$ cat config.mk
export PLATFORM = sky130hd
export DESIGN_NAME = div_unit
export DESIGN_NICKNAME = d
export VERILOG_FILES = /design/src/rtl/div_unit.sv
export SDC_FILE = /design/constraint.sdc
export NUM_CORES = 1
export LEC_CHECK = 0
export ABC_AREA = 1
export CAP_MARGIN = 20
export CELL_PAD_IN_SITES_DETAIL_PLACEMENT = 1
export CELL_PAD_IN_SITES_GLOBAL_PLACEMENT = 2
export CORE_MARGIN = 8
export CORE_UTILIZATION = 33
export DETAILED_ROUTE_END_ITERATION = 7
export GPL_TIMING_DRIVEN = 0
export PLACE_DENSITY = 0.89
export SYNTH_ARGS = -nofsm -noshare
export SYNTH_HDL_FRONTEND = slang
export SYNTH_SLANG_ARGS = --single-unit
$ cat constraint.sdc
create_clock -name clk -period 6.9 [get_ports clk]
set_input_delay 1.38 -clock clk [delete_from_list [all_inputs] [get_ports clk]]
set_output_delay 1.38 -clock clk [all_outputs]
set_load 0.03 [all_outputs]
$ cat src/rtl/div_unit.sv
// div_unit: multi-cycle radix-2 restoring divider for MIPS DIV/DIVU.
// Returns {remainder, quotient}; divide-by-zero yields all zeros.
module div_unit #(
  parameter int unsigned DATA_W = 32
) (
  input  logic                  clk,
  input  logic                  rst,
  input  logic                  signed_i,
  input  logic [DATA_W-1:0]     dividend_i,
  input  logic [DATA_W-1:0]     divider_i,
  input  logic                  start_i,
  input  logic                  cancel_i,
  output logic [2*DATA_W-1:0]   result_o,
  output logic                  success_o
);

  localparam int unsigned CNT_W = $clog2(DATA_W);
  localparam int unsigned WRK_W = 2 * DATA_W;

  typedef enum logic [1:0] {
    IDLE   = 2'd0,
    BYZERO = 2'd1,
    ON     = 2'd2,
    END    = 2'd3
  } state_t;

  state_t              state_q, state_d;
  logic [WRK_W-1:0]    work_q, work_d;
  logic [DATA_W-1:0]   dvsr_q, dvsr_d;
  logic [CNT_W-1:0]    cnt_q, cnt_d;
  logic                negq_q, negq_d;
  logic                negr_q, negr_d;
  logic [WRK_W-1:0]    result_q, result_d;
  logic                success_q, success_d;

  logic [DATA_W:0]     diff;
  logic [WRK_W-1:0]    work_iter;
  logic [DATA_W-1:0]   a_abs, b_abs, q_fin, r_fin;

  assign result_o  = result_q;
  assign success_o = success_q;

  // Synchronous reset; all architectural state registered here.
  always_ff @(posedge clk) begin
    if (rst) begin
      state_q   <= IDLE;
      work_q    <= '0;
      dvsr_q    <= '0;
      cnt_q     <= '0;
      negq_q    <= 1'b0;
      negr_q    <= 1'b0;
      result_q  <= '0;
      success_q <= 1'b0;
    end else begin
      state_q   <= state_d;
      work_q    <= work_d;
      dvsr_q    <= dvsr_d;
      cnt_q     <= cnt_d;
      negq_q    <= negq_d;
      negr_q    <= negr_d;
      result_q  <= result_d;
      success_q <= success_d;
    end
  end

  // Datapath: one restoring step, operand magnitudes and signed fix-up.
  // The partial remainder lives in work[63:32]; quotient bits shift in at the LSB.
  always_comb begin
    diff      = work_q[WRK_W-1:DATA_W-1] - {1'b0, dvsr_q};
    work_iter = diff[DATA_W] ? {work_q[WRK_W-2:0], 1'b0}
                             : {diff[DATA_W-1:0], work_q[DATA_W-2:0], 1'b1};
    q_fin     = negq_q ? -work_iter[DATA_W-1:0] : work_iter[DATA_W-1:0];
    r_fin     = negr_q ? -work_iter[WRK_W-1:DATA_W] : work_iter[WRK_W-1:DATA_W];
    a_abs     = (signed_i && dividend_i[DATA_W-1]) ? -dividend_i : dividend_i;
    b_abs     = (signed_i && divider_i[DATA_W-1])  ? -divider_i  : divider_i;
  end

  // Next-state and register updates; cancel overrides everything.
  always_comb begin
    state_d   = state_q;
    work_d    = work_q;
    dvsr_d    = dvsr_q;
    cnt_d     = cnt_q;
    negq_d    = negq_q;
    negr_d    = negr_q;
    result_d  = result_q;
    success_d = success_q;
    if (cancel_i) begin
      state_d   = IDLE;
      success_d = 1'b0;
    end else begin
      case (state_q)
        IDLE: begin
          if (start_i) begin
            if (divider_i == '0) begin
              state_d = BYZERO;
            end else begin
              state_d = ON;
              work_d  = {DATA_W'(0), a_abs};
              dvsr_d  = b_abs;
              cnt_d   = '0;
              negq_d  = signed_i & (dividend_i[DATA_W-1] ^ divider_i[DATA_W-1]);
              negr_d  = signed_i & dividend_i[DATA_W-1];
            end
          end
        end
        BYZERO: begin
          if (!start_i) begin
            state_d = IDLE;
          end else begin
            state_d   = END;
            result_d  = '0;
            success_d = 1'b1;
          end
        end
        ON: begin
          if (!start_i) begin
            state_d = IDLE;
          end else begin
            work_d = work_iter;
            cnt_d  = CNT_W'(cnt_q + 1'b1);
            if (cnt_q == CNT_W'(DATA_W - 1)) begin
              state_d   = END;
              result_d  = {r_fin, q_fin};
              success_d = 1'b1;
            end
          end
        end
        END: begin
          if (!start_i) begin
            state_d   = IDLE;
            success_d = 1'b0;
          end
        end
        default: state_d = IDLE;
      endcase
    end
  end

endmodule

==> results.json, run 1 <==
{
  "worst_clock_skew_ps": 13.73,
  "synth.yosys.seq_area_share_pct": 26.63,
  "timing.setup.critical_path_class": "flip-flop to flip-flop",
  "timing.max_slew.rel_slack_pct": 45.89,
  "drt_first_pass_iters": 4,
  "synth.top_cell.area_share_pct": 26.63,
  "synth-main-ff-cell": "sky130_fd_sc_hd__dfxtp_1",
  "total_power_mw": 2.886,
  "io_buffers": 133,
  "netlist.top_cell.by_area": "sky130_fd_sc_hd__dfxtp_1",
  "track_usage_pct": 23.15,
  "finalHoldWorstSlack_ps": 465.6,
  "synth_fp_nets": 2221,
  "worstSetupEndpointType": "flip-flop",
  "worstPathRequired_ps": 7280,
  "power.net_switching_mw": 1.028,
  "timing.setup.tns_ps": 0,
  "synthesis.area_per_instance_sq_um": 6.060,
  "clock_tree_buffer_depth": 2,
  "wire_per_inst_um": 18.77,
  "route.detailed.drc": 0,
  "num-nets-final": 2373,
  "area_growth_syn_to_layout_pct": 20.42,
  "dieArea_sq_um": 45280,
  "place.gp.congestion": 0.9280,
  "via_count_of_the_first_global_routing_pass": 14911,
  "h-tree-depth": 4,
  "cts.clk_slew.worst_paths_ps": 80,
  "cts_buffers": 17,
  "grt_first_pass_wirelength_um": 82090,
  "num-fill-cells": 5162,
  "postRouteAntennaNets": 0,
  "status": "complete, no violations",
  "unrepaired_setup_endpoints_after_global_routing": "no",
  "count_of_hold_buffers_inserted_by_post_cts_repair": 0,
  "antenna_cells_inserted": 0,
  "power_report.internal_total_mw": 1.858,
  "postSynthRegisterBits": 170,
  "power_frac_clock_pct": 36.8,
  "dpl.hpwl_um": 42810,
  "power.share.combinational_pct": 27.0,
  "min_period_ps": 4895,
  "synth_async_reset_ratio_pct": 0,
  "detail_route.wirelength_um": 52400,
  "layout_worst_path_cycle_share_pct": 70.94,
  "critPathSlowestCell": "sky130_fd_sc_hd__ha_1",
  "clockRootBuffer": "sky130_fd_sc_hd__clkbuf_16",
  "floorplan.initialDensity_pct": 33.22,
  "drt_iter0_drc": 770,
  "number_of_instances_in_the_synthesized_netlist": 2109,
  "cp_common_cell": "sky130_fd_sc_hd__nand2_1",
  "worstSkewPairLatency_ps": 460,
  "synth.distinct_cells": 50,
  "worst-path-max-fanout": 10,
  "synthMostInstantiatedCell": "sky130_fd_sc_hd__nand2_1",
  "finalHoldViolCount": 0,
  "mappedNetlistArea_sq_um": 12780,
  "max_freq_ghz": 0.2043,
  "multiInputGateArea_sq_um": 8066,
  "worstMarginPinSlew_ps": 811.7,
  "min-delay-path-class": "flip-flop to flip-flop",
  "leakage_nw": 6.957,
  "powerDensity_nw_per_um2": 187.5,
  "max_stage_delay_ps": 450,
  "ir_worst_vdd_mv": 0.1760,
  "grt_max_degree": 17,
  "ys.warnings.count": 0,
  "beginning_of_the_worst_register_to_register_path": "dvsr_q[24]",
  "dr_total_vias": 14379,
  "worst_setup_start_kind": "flip-flop",
  "drv_slew": 0,
  "holdCritStartpoint": "result_o[50]",
  "core_region_area_sq_um": 38470,
  "layout_cells_sized_above_1_pct": 5.761,
  "synth_edf_count": 0,
  "maxCapViolations": 0,
  "final-setup-viol-count": 0,
  "sw_frac_of_total_pct": 35.62,
  "antenna_violations_before_repair": 0,
  "synth.area.top_cells": "sky130_fd_sc_hd__dfxtp_1, sky130_fd_sc_hd__nand2_1, sky130_fd_sc_hd__a21oi_1, sky130_fd_sc_hd__inv_1, sky130_fd_sc_hd__nand3_1",
  "via_per_inst": 5.150,
  "netlist_top_cells_count": "sky130_fd_sc_hd__nand2_1, sky130_fd_sc_hd__inv_1, sky130_fd_sc_hd__a21oi_1",
  "postCtsSetupBuffers": 0,
  "preCtsSetupSlack_ps": 1788,
  "boundaryPins": 134,
  "cts.sinks": 170,
  "die_height_um": 212.8,
  "setup_slack_ps": 2005,
  "die_w_um": 212.8,
  "area.sequential_sq_um": 3403,
  "placementRows": 72,
  "cts_resized": 0,
  "share_seq_of_total_power_pct": 36.2,
  "clock_tree_from_tritoncts": "yes",
  "startpoint": "dvsr_q[24]",
  "globalRouteOverflowTotal": 0,
  "worst-endpoint-arrival_ps": 5280
}
[state kept, by name, summed over array words and instances, names as in the netlist]
name       flops
negq_q         1
cnt_q          5
state_q        2
work_q        64
negr_q         1
result_o      64
success_o      1
dvsr_q        32
[worst max-delay path, delay by kind of cell, from the launching register on]
kind                       cells  cell delay (ps)
DFF                            1              320
adders and majority gates      2              660
buffers and inverters          3              470
AOI/OAI and AO/OA              3              470
and+or+nand+nor               20             2870
[kinds of logic (layout without fill, tap and decap cells)]
logic type / count (synthesis) / in the layout / synth area share [%]
AOI/OAI and AO/OA: 388 / 388 / 16.30
buffers and inverters: 327 / 492 / 10.25
and+or+nand+nor: 1097 / 1097 / 36.79
adders and majority gates: 43 / 43 / 4.269
xor gates and xnor gates: 84 / 84 / 5.757
DFF: 170 / 170 / 26.63
[power by group through the flow]
stage / combinational (mW) / clock (mW) / sequential (mW)
3_3_place_gp: 0.756 / 0 / 1.07
4_1_cts: 0.776 / 1.08 / 1.05
2_1_floorplan: 0.506 / 0 / 1.06
6_report: 0.779 / 1.06 / 1.05
3_5_place_dp: 0.770 / 0 / 1.07
5_1_grt: 0.867 / 1.11 / 1.05
[cell type report]
cell class	count	area share, %
Buffer	80	2.488
Clock buffer	19	2.943
Clock inverter	13	1.154
Inverter	247	6.024
Multi-Input combinational cell	1612	52.41
Sequential cell	170	22.11
Tap cell	518	4.211
Timing Repair Buffer	133	8.650
[routing by layer]
metal  GRT usage [%]  vias to the layer above  share of wire, %
li1                -                     7098                 -
met1           29.06                     6957                46
met2           40.62                      242                49
met3           2.334                       82               2.4
met4           8.496                        0               3.2
met5               0                        -                 0
[placed cells by master, fill, tap and decap left out, drive strengths merged, types with 55 or more instances in the layout]
cell | netlist | final
a21oi | 220 | 220
clkbuf | 53 | 72
nand2 | 685 | 685
nand3 | 143 | 143
xor2 | 55 | 55
clkdlybuf4s50 | 0 | 133
nor2 | 186 | 186
inv | 245 | 251
dfxtp | 170 | 170
o21ai | 127 | 127
[final timing paths]
check / end / slack, ps / cells past startpoint
worst max-delay path: result_o[30] / 2010 / 28
worst min-delay path: result_o[50] / 470 / 2
worst max register to register: result_o[30] / 2010 / 28
worst min register to register: result_o[50] / 470 / 2
[metrics by stage]
stage	utilization, %	std cells	cell area, sq um
after CTS	40.01	2792	15390
after global placement	38.37	2760	14760
final	40.01	2792	15390
after detailed placement	38.37	2760	14760
after global routing	40.01	2792	15390
after floorplan	-	2109	12780
Note: power is estimated with default switching activity, not from simulation.
==> inputs of run 2 (changes only) <==
CORE_UTILIZATION = 31   (was 33)
PLACE_DENSITY = 0.85   (was 0.89)
clock period = 4.85 ns   (was 6.9 ns; I/O delays follow)
==> results.json, run 2 (synthesized netlist as in run 1, its figures left out) <==
{
  "final-setup-viol-count": 0,
  "die_height_um": 219.0,
  "grt_use_met1_pct": 27.39,
  "worstHoldEndpoint": "result_o[48]",
  "highest_count_cells_in_the_layout_ignoring_fill_and_taps": "sky130_fd_sc_hd__nand2_1, sky130_fd_sc_hd__inv_1, sky130_fd_sc_hd__a21oi_1, sky130_fd_sc_hd__dfxtp_1, sky130_fd_sc_hd__nor2_1",
  "timing.max_slew.rel_slack_pct": 44.43,
  "wire_per_inst_um": 18.64,
  "post-route-cell-area_sq_um": 15430,
  "worst_clock_skew_ps": 18.91,
  "critPathSlowestCell": "sky130_fd_sc_hd__dfxtp_1",
  "place.gp.congestion": 0.9303,
  "beginning_of_the_worst_register_to_register_path": "work_q[31]",
  "preCtsSetupSlack_ps": -30.83,
  "timing.setup.tns_ps": 0,
  "status": "complete, no violations",
  "num-nets-final": 2377,
  "globalRouteOverflowTotal": 0,
  "drv_slew": 0,
  "h-tree-depth": 4,
  "layout_worst_path_cycle_share_pct": 90.34,
  "num-fill-cells": 5408,
  "global_route.peak_usage_layer": "met2",
  "grt_first_pass_wirelength_um": 82100,
  "final_util_pct": 37.88,
  "area_growth_syn_to_layout_pct": 20.76,
  "finalHoldViolCount": 0,
  "setup_slack_ps": 468.6,
  "track_usage_pct": 21.87,
  "clock_tree_buffer_depth": 2,
  "timing.hold.worst_path_depth": 2,
  "total_power_mw": 4.027,
  "count_of_hold_buffers_inserted_by_post_cts_repair": 0,
  "timing.rr.end": "result_o[30]",
  "worstMarginPinSlew_ps": 833.5,
  "most_frequent_standard_cell_in_the_layout_excluding_fill_and_tap_cells": "sky130_fd_sc_hd__nand2_1",
  "drt_first_pass_iters": 4,
  "io_buffers": 133,
  "max_stage_delay_ps": 350,
  "route.detailed.drc": 0,
  "worst-path-max-fanout": 19,
  "worstSetupEndpointType": "flip-flop",
  "grtUsageMet2_pct": 37.44,
  "antenna_violations_before_repair": 0,
  "antenna_cells_inserted": 0,
  "min-delay-path-class": "flip-flop to flip-flop",
  "worstPathRequired_ps": 5230,
  "globalRouteMet3Util_pct": 3.291,
  "cts.sinks": 170,
  "layout_cells_sized_above_1_pct": 6.234,
  "worst_setup_start_kind": "flip-flop",
  "cts.clk_slew.worst_paths_ps": 80,
  "holdCritStartpoint": "result_o[48]",
  "dr_total_vias": 14177,
  "ir_worst_vdd_mv": 0.2525,
  "detail_route.wirelength_um": 52380,
  "die_w_um": 219.0,
  "drt_iter0_drc": 731,
  "dpl.hpwl_um": 43360,
  "boundaryPins": 134,
  "maxCapViolations": 0,
  "worst-endpoint-arrival_ps": 4760,
  "via_per_inst": 5.045,
  "unrepaired_setup_endpoints_after_global_routing": "no",
  "floorplan.initialDensity_pct": 31.37,
  "timing.setup.critical_path_class": "flip-flop to flip-flop",
  "grt_max_degree": 17,
  "postRouteAntennaNets": 0,
  "core_region_area_sq_um": 40740,
  "worstSkewPairLatency_ps": 460,
  "min_period_ps": 4381,
  "clockRootBuffer": "sky130_fd_sc_hd__clkbuf_16",
  "max_freq_ghz": 0.2282,
  "leakage_nw": 6.950,
  "cts_buffers": 17,
  "via_count_of_the_first_global_routing_pass": 14718,
  "reg2reg_setup_slack_ps": 470,
  "ff2ff_path_depth": 31,
  "placement.cell_area_sq_um": 14780,
  "dieArea_sq_um": 47980,
  "powerDensity_nw_per_um2": 261.0,
  "placementRows": 74,
  "clock_tree_from_tritoncts": "yes"
}
==> run 2: changes by cell type in the layout (fill, tap and decap cells not counted), sizes merged <==
cell      delta
clkbuf       -1
bufinv       -1
buf          +4
clkinv       -1
clkinvlp     +3
==> run 2: per-stage QoR <==
stage                     hold WS [ps]  instances
after global placement           452.7       2774
after floorplan                  430.2       2109
after CTS                        471.5       2806
final                            468.0       2810
after global routing             492.5       2810
after detailed placement         460.5       2774
==> run 2: worst max path at each step <==
stage,from,to,slack [ps],cells past startpoint
CTS,work_q[31],result_o[30],50,31
floorplan,work_q[31],result_o[30],1020,31
global placement,work_q[31],result_o[30],80,31
detailed placement,work_q[31],result_o[30],-30,31
finish,work_q[31],result_o[30],470,31
global route,work_q[31],result_o[30],20,31
==> run 2: cell type report <==
type                       count  area [sq um]  area share, %
tap                          532         665.6          4.313
clock inverter                14         158.9          1.030
timing repair buffer         138          1369          8.870
multi-input combinational   1612          8099          52.48
buffer                        79         380.4          2.465
inverter                     247         927.1          6.008
clock buffer                  18         429.2          2.781
sequential                   170          3403          22.05
==> run 2: worst max-delay path: cells and delay by family (launching register included) <==
family                     cells  cell delay (ps)
AOI/OAI and AO/OA              3              450
and+or+nand+nor               22             2460
DFF                            1              350
adders and majority gates      3              650
buffers and inverters          3              380
==> run 2: what timing repair did <==
item | CTS | global route
resized for setup | 2 | 9
endpoints found under the hold margin | 0 | 0
setup endpoints to repair | 1 | 4
pin swaps | 0 | 3
buffers inserted | 0 | 5
==> run 2: metal layers <==
metal,wire [um],part of all wire [%]
met1,23880,46
met2,25040,48
met3,1709,3.3
met4,1752,3.3
met5,0,0
==> run 2: power breakdown <==
group | internal, mW | leakage [nW] | switching [mW] | total (mW)
logic | 0.357 | 5.29 | 0.763 | 1.12
clock network | 0.770 | 0.276 | 0.650 | 1.42
registers | 1.44 | 1.38 | 0.0453 | 1.49
